$ cat config.mk
export PLATFORM = sky130hd
export DESIGN_NAME = bsg_chip_link_concentrator
export DESIGN_NICKNAME = d
export VERILOG_FILES = /design/src/rtl/bsg_chip_link_concentrator.sv
export SDC_FILE = /design/constraint.sdc
export NUM_CORES = 1
export LEC_CHECK = 0
export CORE_AREA = 8 8 278 280
export CTS_CLUSTER_DIAMETER = 80
export CTS_CLUSTER_SIZE = 25
export DETAILED_ROUTE_END_ITERATION = 8
export DIE_AREA = 0 0 286 288
export PLACE_DENSITY_LB_ADDON = 0.3
export REMOVE_ABC_BUFFERS = 1
export SLEW_MARGIN = 20
export SYNTH_ARGS = -nofsm -noshare
export SYNTH_HDL_FRONTEND = slang
export SYNTH_SLANG_ARGS = --single-unit
$ cat constraint.sdc
create_clock -name clk_i -period 5.1 [get_ports clk_i]
set_clock_uncertainty 0.1 [all_clocks]
set_input_delay 1.02 -clock clk_i [delete_from_list [all_inputs] [get_ports clk_i]]
set_output_delay 1.02 -clock clk_i [all_outputs]
set_load 0.005 [all_outputs]
$ cat src/rtl/bsg_chip_link_concentrator.sv
// bsg_chip_link_concentrator
//
// N-to-1 wormhole concentrator for ready-and NoC links. Each input link feeds
// a small FIFO. An arbiter in IDLE picks one non-empty FIFO, either round-robin
// or fixed-priority as selected by rr_en_i. It then holds that grant in SEND
// until the whole packet (header + L body flits) has left, so packets from
// different sources never interleave.
//
// Ports:
//   clk_i        core clock
//   reset_n_i    asynchronous active-low reset
//   data_i       num_in_p input flits, channel k at [k*flit_width_p +: flit_width_p]
//   v_i          per-channel valid
//   ready_and_o  per-channel ready (FIFO not full, low during reset)
//   data_o       concentrated flit (head of the granted FIFO)
//   v_o          output valid (SEND and granted FIFO non-empty)
//   ready_and_i  downstream ready
//   rr_en_i      1: round-robin, 0: fixed priority (lowest index); sampled in IDLE
//   grant_id_o   channel currently granted; holds its last value in IDLE
//   busy_o       high while in SEND
module bsg_chip_link_concentrator #(
    parameter int unsigned num_in_p     = 4,
    parameter int unsigned flit_width_p = 64,
    parameter int unsigned len_offset_p = 8,
    parameter int unsigned len_width_p  = 4,
    parameter int unsigned fifo_els_p   = 2
) (
    input  logic                               clk_i,
    input  logic                               reset_n_i,
    input  logic [num_in_p*flit_width_p-1:0]   data_i,
    input  logic [num_in_p-1:0]                v_i,
    output logic [num_in_p-1:0]                ready_and_o,
    output logic [flit_width_p-1:0]            data_o,
    output logic                               v_o,
    input  logic                               ready_and_i,
    input  logic                               rr_en_i,
    output logic [$clog2(num_in_p)-1:0]        grant_id_o,
    output logic                               busy_o
);

    localparam int unsigned GW = $clog2(num_in_p);
    localparam int unsigned PW = (fifo_els_p > 1) ? $clog2(fifo_els_p) : 1;
    localparam int unsigned CW = $clog2(fifo_els_p + 1);

    localparam logic [CW-1:0] FullCnt   = CW'(fifo_els_p);
    localparam logic [PW-1:0] LastPtr   = PW'(fifo_els_p - 1);
    localparam logic [GW-1:0] LastGrant = GW'(num_in_p - 1);

    typedef enum logic [0:0] {StIdle, StSend} state_e;

    // ------------------------------------------------------------------
    // Per-channel FIFOs
    // ------------------------------------------------------------------
    logic [flit_width_p-1:0] r_mem  [num_in_p][fifo_els_p];
    logic [PW-1:0]           r_wptr [num_in_p];
    logic [PW-1:0]           r_rptr [num_in_p];
    logic [CW-1:0]           r_fill [num_in_p];
    logic [num_in_p-1:0]     r_full;

    logic [CW-1:0]           w_fill_nxt [num_in_p];
    logic [flit_width_p-1:0] w_head     [num_in_p];
    logic [num_in_p-1:0]     w_head_v;
    logic [num_in_p-1:0]     w_enq;
    logic [num_in_p-1:0]     w_deq;

    // FSM state
    state_e                  r_state;
    logic [GW-1:0]           r_grant;
    logic [GW-1:0]           r_ptr;
    logic [len_width_p-1:0]  r_cnt;
    logic                    r_busy;

    logic                    w_xfer;
    logic                    w_found;
    logic [GW-1:0]           w_win;
    logic [GW-1:0]           w_idx;
    logic [len_width_p-1:0]  w_win_len;

    // Ready comes from the registered full flag, so a full FIFO refuses input
    // even in a cycle where it dequeues. Forced low while reset is asserted.
    assign ready_and_o = ~r_full & {num_in_p{reset_n_i}};
    assign w_enq       = v_i & ready_and_o;

    assign w_xfer = (r_state == StSend) && w_head_v[r_grant] && ready_and_i;

    always_comb begin
        for (int unsigned k = 0; k < num_in_p; k++) begin
            w_head_v[k] = (r_fill[k] != '0);
            w_head[k]   = r_mem[k][r_rptr[k]];
            w_deq[k]    = w_xfer && (r_grant == GW'(k));
            w_fill_nxt[k] = r_fill[k];
            unique case ({w_enq[k], w_deq[k]})
                2'b10:   w_fill_nxt[k] = r_fill[k] + CW'(1);
                2'b01:   w_fill_nxt[k] = r_fill[k] - CW'(1);
                default: w_fill_nxt[k] = r_fill[k];
            endcase
        end
    end

    // Storage needs no reset; validity is tracked by r_fill.
    always_ff @(posedge clk_i) begin
        for (int unsigned k = 0; k < num_in_p; k++) begin
            if (w_enq[k]) begin
                r_mem[k][r_wptr[k]] <= data_i[k*flit_width_p +: flit_width_p];
            end
        end
    end

    always_ff @(posedge clk_i or negedge reset_n_i) begin
        if (!reset_n_i) begin
            for (int unsigned k = 0; k < num_in_p; k++) begin
                r_wptr[k] <= '0;
                r_rptr[k] <= '0;
                r_fill[k] <= '0;
            end
            r_full <= '0;
        end else begin
            for (int unsigned k = 0; k < num_in_p; k++) begin
                if (w_enq[k]) begin
                    r_wptr[k] <= (r_wptr[k] == LastPtr) ? '0 : r_wptr[k] + PW'(1);
                end
                if (w_deq[k]) begin
                    r_rptr[k] <= (r_rptr[k] == LastPtr) ? '0 : r_rptr[k] + PW'(1);
                end
                r_fill[k] <= w_fill_nxt[k];
                r_full[k] <= (w_fill_nxt[k] == FullCnt);
            end
        end
    end

    // ------------------------------------------------------------------
    // Arbitration (only consumed in IDLE)
    // ------------------------------------------------------------------
    function automatic logic [GW-1:0] rr_idx(input logic [GW-1:0] base, input int unsigned off);
        int unsigned s;
        s = 32'(base) + off;
        if (s >= num_in_p) begin
            s = s - num_in_p;
        end
        return s[GW-1:0];
    endfunction

    always_comb begin
        w_found = 1'b0;
        w_win   = '0;
        w_idx   = '0;
        for (int unsigned i = 0; i < num_in_p; i++) begin
            w_idx = rr_en_i ? rr_idx(r_ptr, i) : GW'(i);
            if (!w_found && w_head_v[w_idx]) begin
                w_found = 1'b1;
                w_win   = w_idx;
            end
        end
    end

    // FIFO heads seen in IDLE are always headers: a grant drains a whole packet.
    assign w_win_len = w_head[w_win][len_offset_p +: len_width_p];

    // ------------------------------------------------------------------
    // Packet FSM
    // ------------------------------------------------------------------
    always_ff @(posedge clk_i or negedge reset_n_i) begin
        if (!reset_n_i) begin
            r_state <= StIdle;
            r_grant <= '0;
            r_ptr   <= '0;
            r_cnt   <= '0;
            r_busy  <= 1'b0;
        end else begin
            unique case (r_state)
                StIdle: begin
                    if (w_found) begin
                        r_grant <= w_win;
                        r_cnt   <= w_win_len;
                        r_state <= StSend;
                        r_busy  <= 1'b1;
                    end
                end
                StSend: begin
                    // A source stall simply leaves w_xfer low; the grant is kept.
                    if (w_xfer) begin
                        if (r_cnt == '0) begin
                            r_state <= StIdle;
                            r_busy  <= 1'b0;
                            r_ptr   <= (r_grant == LastGrant) ? '0 : r_grant + GW'(1);
                        end else begin
                            r_cnt <= r_cnt - len_width_p'(1);
                        end
                    end
                end
                default: begin
                    r_state <= StIdle;
                    r_busy  <= 1'b0;
                end
            endcase
        end
    end

    assign v_o        = (r_state == StSend) && w_head_v[r_grant];
    assign data_o     = w_head[r_grant];
    assign grant_id_o = r_grant;
    assign busy_o     = r_busy;

endmodule

==> impl_results.rst <==
.. list-table::
   :header-rows: 1

   * - Metric
     - Value
   * - Category of the critical setup timing path
     - flip-flop to output port
   * - Met1 Use GR
     - 0.180
   * - Fraction of layout instances using a drive strength above 1
     - 0.124
   * - Final-report hold violation count
     - 0
   * - Portion of the post-synthesis area used by sequential elements
     - 0.745
   * - Area inside the core boundary
     - roughly 73000 um^2
   * - Total of max-cap violations
     - 0
   * - GR Util met2
     - 0.245
   * - Post-CTS Hold Buffers
     - 0
   * - Global-route wire length before repair
     - approximately 85000 um
   * - Chip height
     - around 290 um
   * - Final Instance Area
     - approximately 28000 um^2
   * - Max Transition Viols Final
     - 0
   * - Row cnt
     - slightly below 100
   * - Remaining antenna violation count after routing
     - 0
   * - Final critical delay including setup and external delays
     - 4310 ps
   * - Synth Warn #
     - 0
   * - Total global routing overflow
     - 0
   * - Worst EP required
     - roughly 4000 ps
   * - Post-CTS setup repair buffer count
     - 0
   * - Hold_sp
     - busy_o
   * - Detail-routed net length per standard cell
     - roughly 24 um
   * - Cell at the slowest stage of the critical path
     - dfrtp_4
   * - Total clock sinks
     - 542
   * - Routed via count
     - roughly 11000
   * - Relative area change from synthesis to final layout
     - 27.5%
   * - Transition time at the pin with the least slew margin
     - roughly 910 ps
   * - Number of instances resized during post-cts repair
     - 0
   * - Die Width
     - approximately 290 um
   * - Worst-Skew Late Latency
     - between 500 and 600 ps
   * - Setup-failing EPs final
     - 0
   * - Maximum clock path buffer count
     - 3
   * - Total number of nets in the final design
     - between 1500 and 2000
   * - IR Drop Worst-Case VDD
     - between 0.2 and 0.25 mV
   * - Count of H-tree levels built during CTS
     - 2
   * - Number of I/O port buffers
     - approximately 340
   * - Data arrival, critical path
     - around 3200 ps
   * - Min Hold Slack
     - ~400 ps
   * - Maximum number of pins on one net before global-route repair
     - 65
   * - Number of antenna violations at the first check in global routing
     - 11
   * - Period Utilization, post-route
     - 0.844
   * - Final setup margin
     - 794 ps
   * - Post-synthesis cell area
     - between 20000 and 25000 um^2
   * - Achievable frequency
     - 0.232 GHz
   * - Hold Crit Endpoint
     - busy_o
   * - Slack of the worst reg-to-reg path
     - 1890 ps
   * - Root Buffer Master
     - clkbuf_16
   * - Final Total Pwr
     - approximately 14 mW
   * - Setup repair after global routing missed its margin
     - false
   * - Full die area
     - between 80000 and 90000 um^2
   * - DP HPWL
     - about 39000 um
   * - Reg-to-reg critical path endpoint
     - r_full[2]
   * - GRT met3 Usage
     - 0.0315
   * - Area fraction of the dominant cell type after synthesis
     - 0.710
   * - Maximum fanout encountered on the critical timing path
     - 25
   * - Drt total wl
     - 59700 um
   * - Top post-synthesis cells by area
     - edfxtp_1 (71%), mux2i_1 (12%), mux4_2 (6.8%)
   * - Logic depth of the worst register-to-register path
     - 8
   * - DR iter-0 viols
     - 748
   * - CP peak stage delay
     - ~870 ps
   * - Post-synthesis instance total
     - ~1100
   * - Post-route non-filler standard cell count
     - between 2000 and 2500
   * - Worst Hold Depth
     - 2
   * - CTS tree
     - done
   * - Initial core utilization
     - 0.298
   * - Num CTS Buffers
     - 35
   * - Total of flip-flops plus latches after synthesis
     - 542
   * - Gpl congestion
     - approximately 0.78
   * - Drt drc
     - 0
   * - Largest area contributor in the synthesized netlist
     - edfxtp_1
   * - Number of cells after detailed placement
     - about 2400
   * - Critical path cell sequence
     - buf_4 -> mux4_2 -> inv_1 -> clkdlybuf4s50_1
   * - Global-route layer with the greatest usage
     - met2
   * - Global-route usage over all layers
     - 0.141
   * - Worst Setup Slack post-DPL
     - around 1200 ps
   * - P_leak
     - slightly below 10 nW
   * - Area after DPL
     - 26400 um^2
   * - Power per Cell Area
     - 498 nW/um^2
   * - Clock transition at the registers of the reported paths
     - about 80 ps
   * - Start of the worst register-to-register path
     - grant_id_o[0]
   * - Type of origin of the critical path
     - flip-flop
   * - Number of unique standard cell types used by synthesis
     - 52
   * - Io pins
     - 336
   * - Slew Limit Headroom
     - 0.391
   * - Status
     - completed
   * - Critical path endpoint category
     - output port
   * - Syn Area/Cell
     - just under 20 um^2
   * - Routed via count divided by cell count
     - around 4.6
   * - Number of global-route vias before repair
     - between 10000 and 15000
   * - Worst hold path type
     - flip-flop to flip-flop
   * - Number of search-and-repair iterations in the first detailed-routing pass
     - 5
==> state kept, by name, summed over array words and instances, names as in the netlist <==
| signal | cells |
|---|---|
| r_ptr | 2 |
| r_mem | 512 |
| r_state | 1 |
| grant_id_o | 2 |
| r_wptr | 4 |
| r_cnt | 4 |
| busy_o | 1 |
| r_fill | 8 |
| r_full | 4 |
| r_rptr | 4 |
==> power by group <==
| group | leakage (nW) | switching [mW] | internal [mW] | total, mW |
|---|---|---|---|---|
| logic | 4.03 | 2.17 | 2.44 | 4.61 |
| clock network | 0.577 | 1.64 | 1.42 | 3.05 |
| registers | 5.03 | 0.553 | 5.52 | 6.07 |
==> how the worst max path moves through the flow <==
stage	start	end	depth (start not counted)
4_1_cts	grant_id_o[1]	data_o[59]	4
3_3_place_gp	grant_id_o[1]	data_o[59]	4
3_5_place_dp	grant_id_o[1]	data_o[59]	4
6_report	grant_id_o[1]	data_o[59]	4
5_1_grt	grant_id_o[1]	data_o[59]	4
2_1_floorplan	grant_id_o[1]	data_o[11]	3
==> through the flow <==
| stage | TNS [ps] | utilization |
|---|---|---|
| after global routing | 0 | 0.380 |
| after global placement | 0 | 0.363 |
| after floorplan | -843 | - |
| final | 0 | 0.380 |
| after CTS | 0 | 0.380 |
| after detailed placement | 0 | 0.363 |
==> worst max-delay path: cells and delay by family, from the launching register on <==
family,cells,cell delay [ps]
buffers and inverters,3,1210
DFF,1,870
muxes,1,540
==> cells in the mapped netlist, drive strengths merged <==
library cell and n:
edfxtp 512, a21oi 4, xor2 8, nor3b 1
mux2i 257, nor2 15, and2 5, clkbuf 1
or3 2, and3 9, a31o 1, o21ai 8
clkinv 1, o2111ai 1, o22ai 1, mux2 11
nand3 5, inv 65, dfrtp 30, nor2b 9
xnor2 12, buf 43, or2 4, a311o 1
a41oi 1, ha 10, a221oi 2, o21a 1
or3b 1, nor4 2, and3b 1, o31ai 1
nor3 4, mux4 65, nand2 14, a2bb2oi 1
a31oi 1, o221a 2
==> kinds of logic after synthesis <==
logic type	after synthesis	synth area share
buffers and inverters	110	0.0225
and+or+nand+nor	72	0.0181
DFF	542	0.745
AOI/OAI and AO/OA	25	0.00844
adders and majority gates	10	0.00578
muxes	333	0.192
xor gates and xnor gates	20	0.00809
==> per-layer routing <==
layer | wire [um] | vias up
li1 | - | 5057
met1 | 25400 | 5815
met2 | 30000 | 293
met3 | 3230 | 66
met4 | 996 | 6
met5 | 41 | -
==> placed cells by master, fill, tap and decap left out, types with 6 or more instances in the layout <==
cell and instances:
edfxtp_1 512, ha_1 10, buf_4 16, clkbuf_16 37, nand2_1 14, inv_1 64, mux4_2 65, xnor2_1 12
xor2_1 8, o21ai_0 6, mux2_2 10, nor2b_1 9, diode_2 7, clkdlybuf4s50_1 335, clkinv_8 6, mux2i_1 257
nor2_1 11, dfrtp_1 25, buf_12 11
==> cell type report <==
| cell class | instances | area (um^2) |
|---|---|---|
| timing repair buffer | 362 | 3690 |
| sequential | 542 | 16100 |
| antenna | 7 | 17.5 |
| tap | 959 | 1200 |
| clock inverter | 21 | 273 |
| fill | 6708 | 45000 |
| clock buffer | 38 | 930 |
| inverter | 66 | 250 |
| multi-input combinational | 460 | 5090 |
Note: power is estimated with default switching activity, not from simulation.
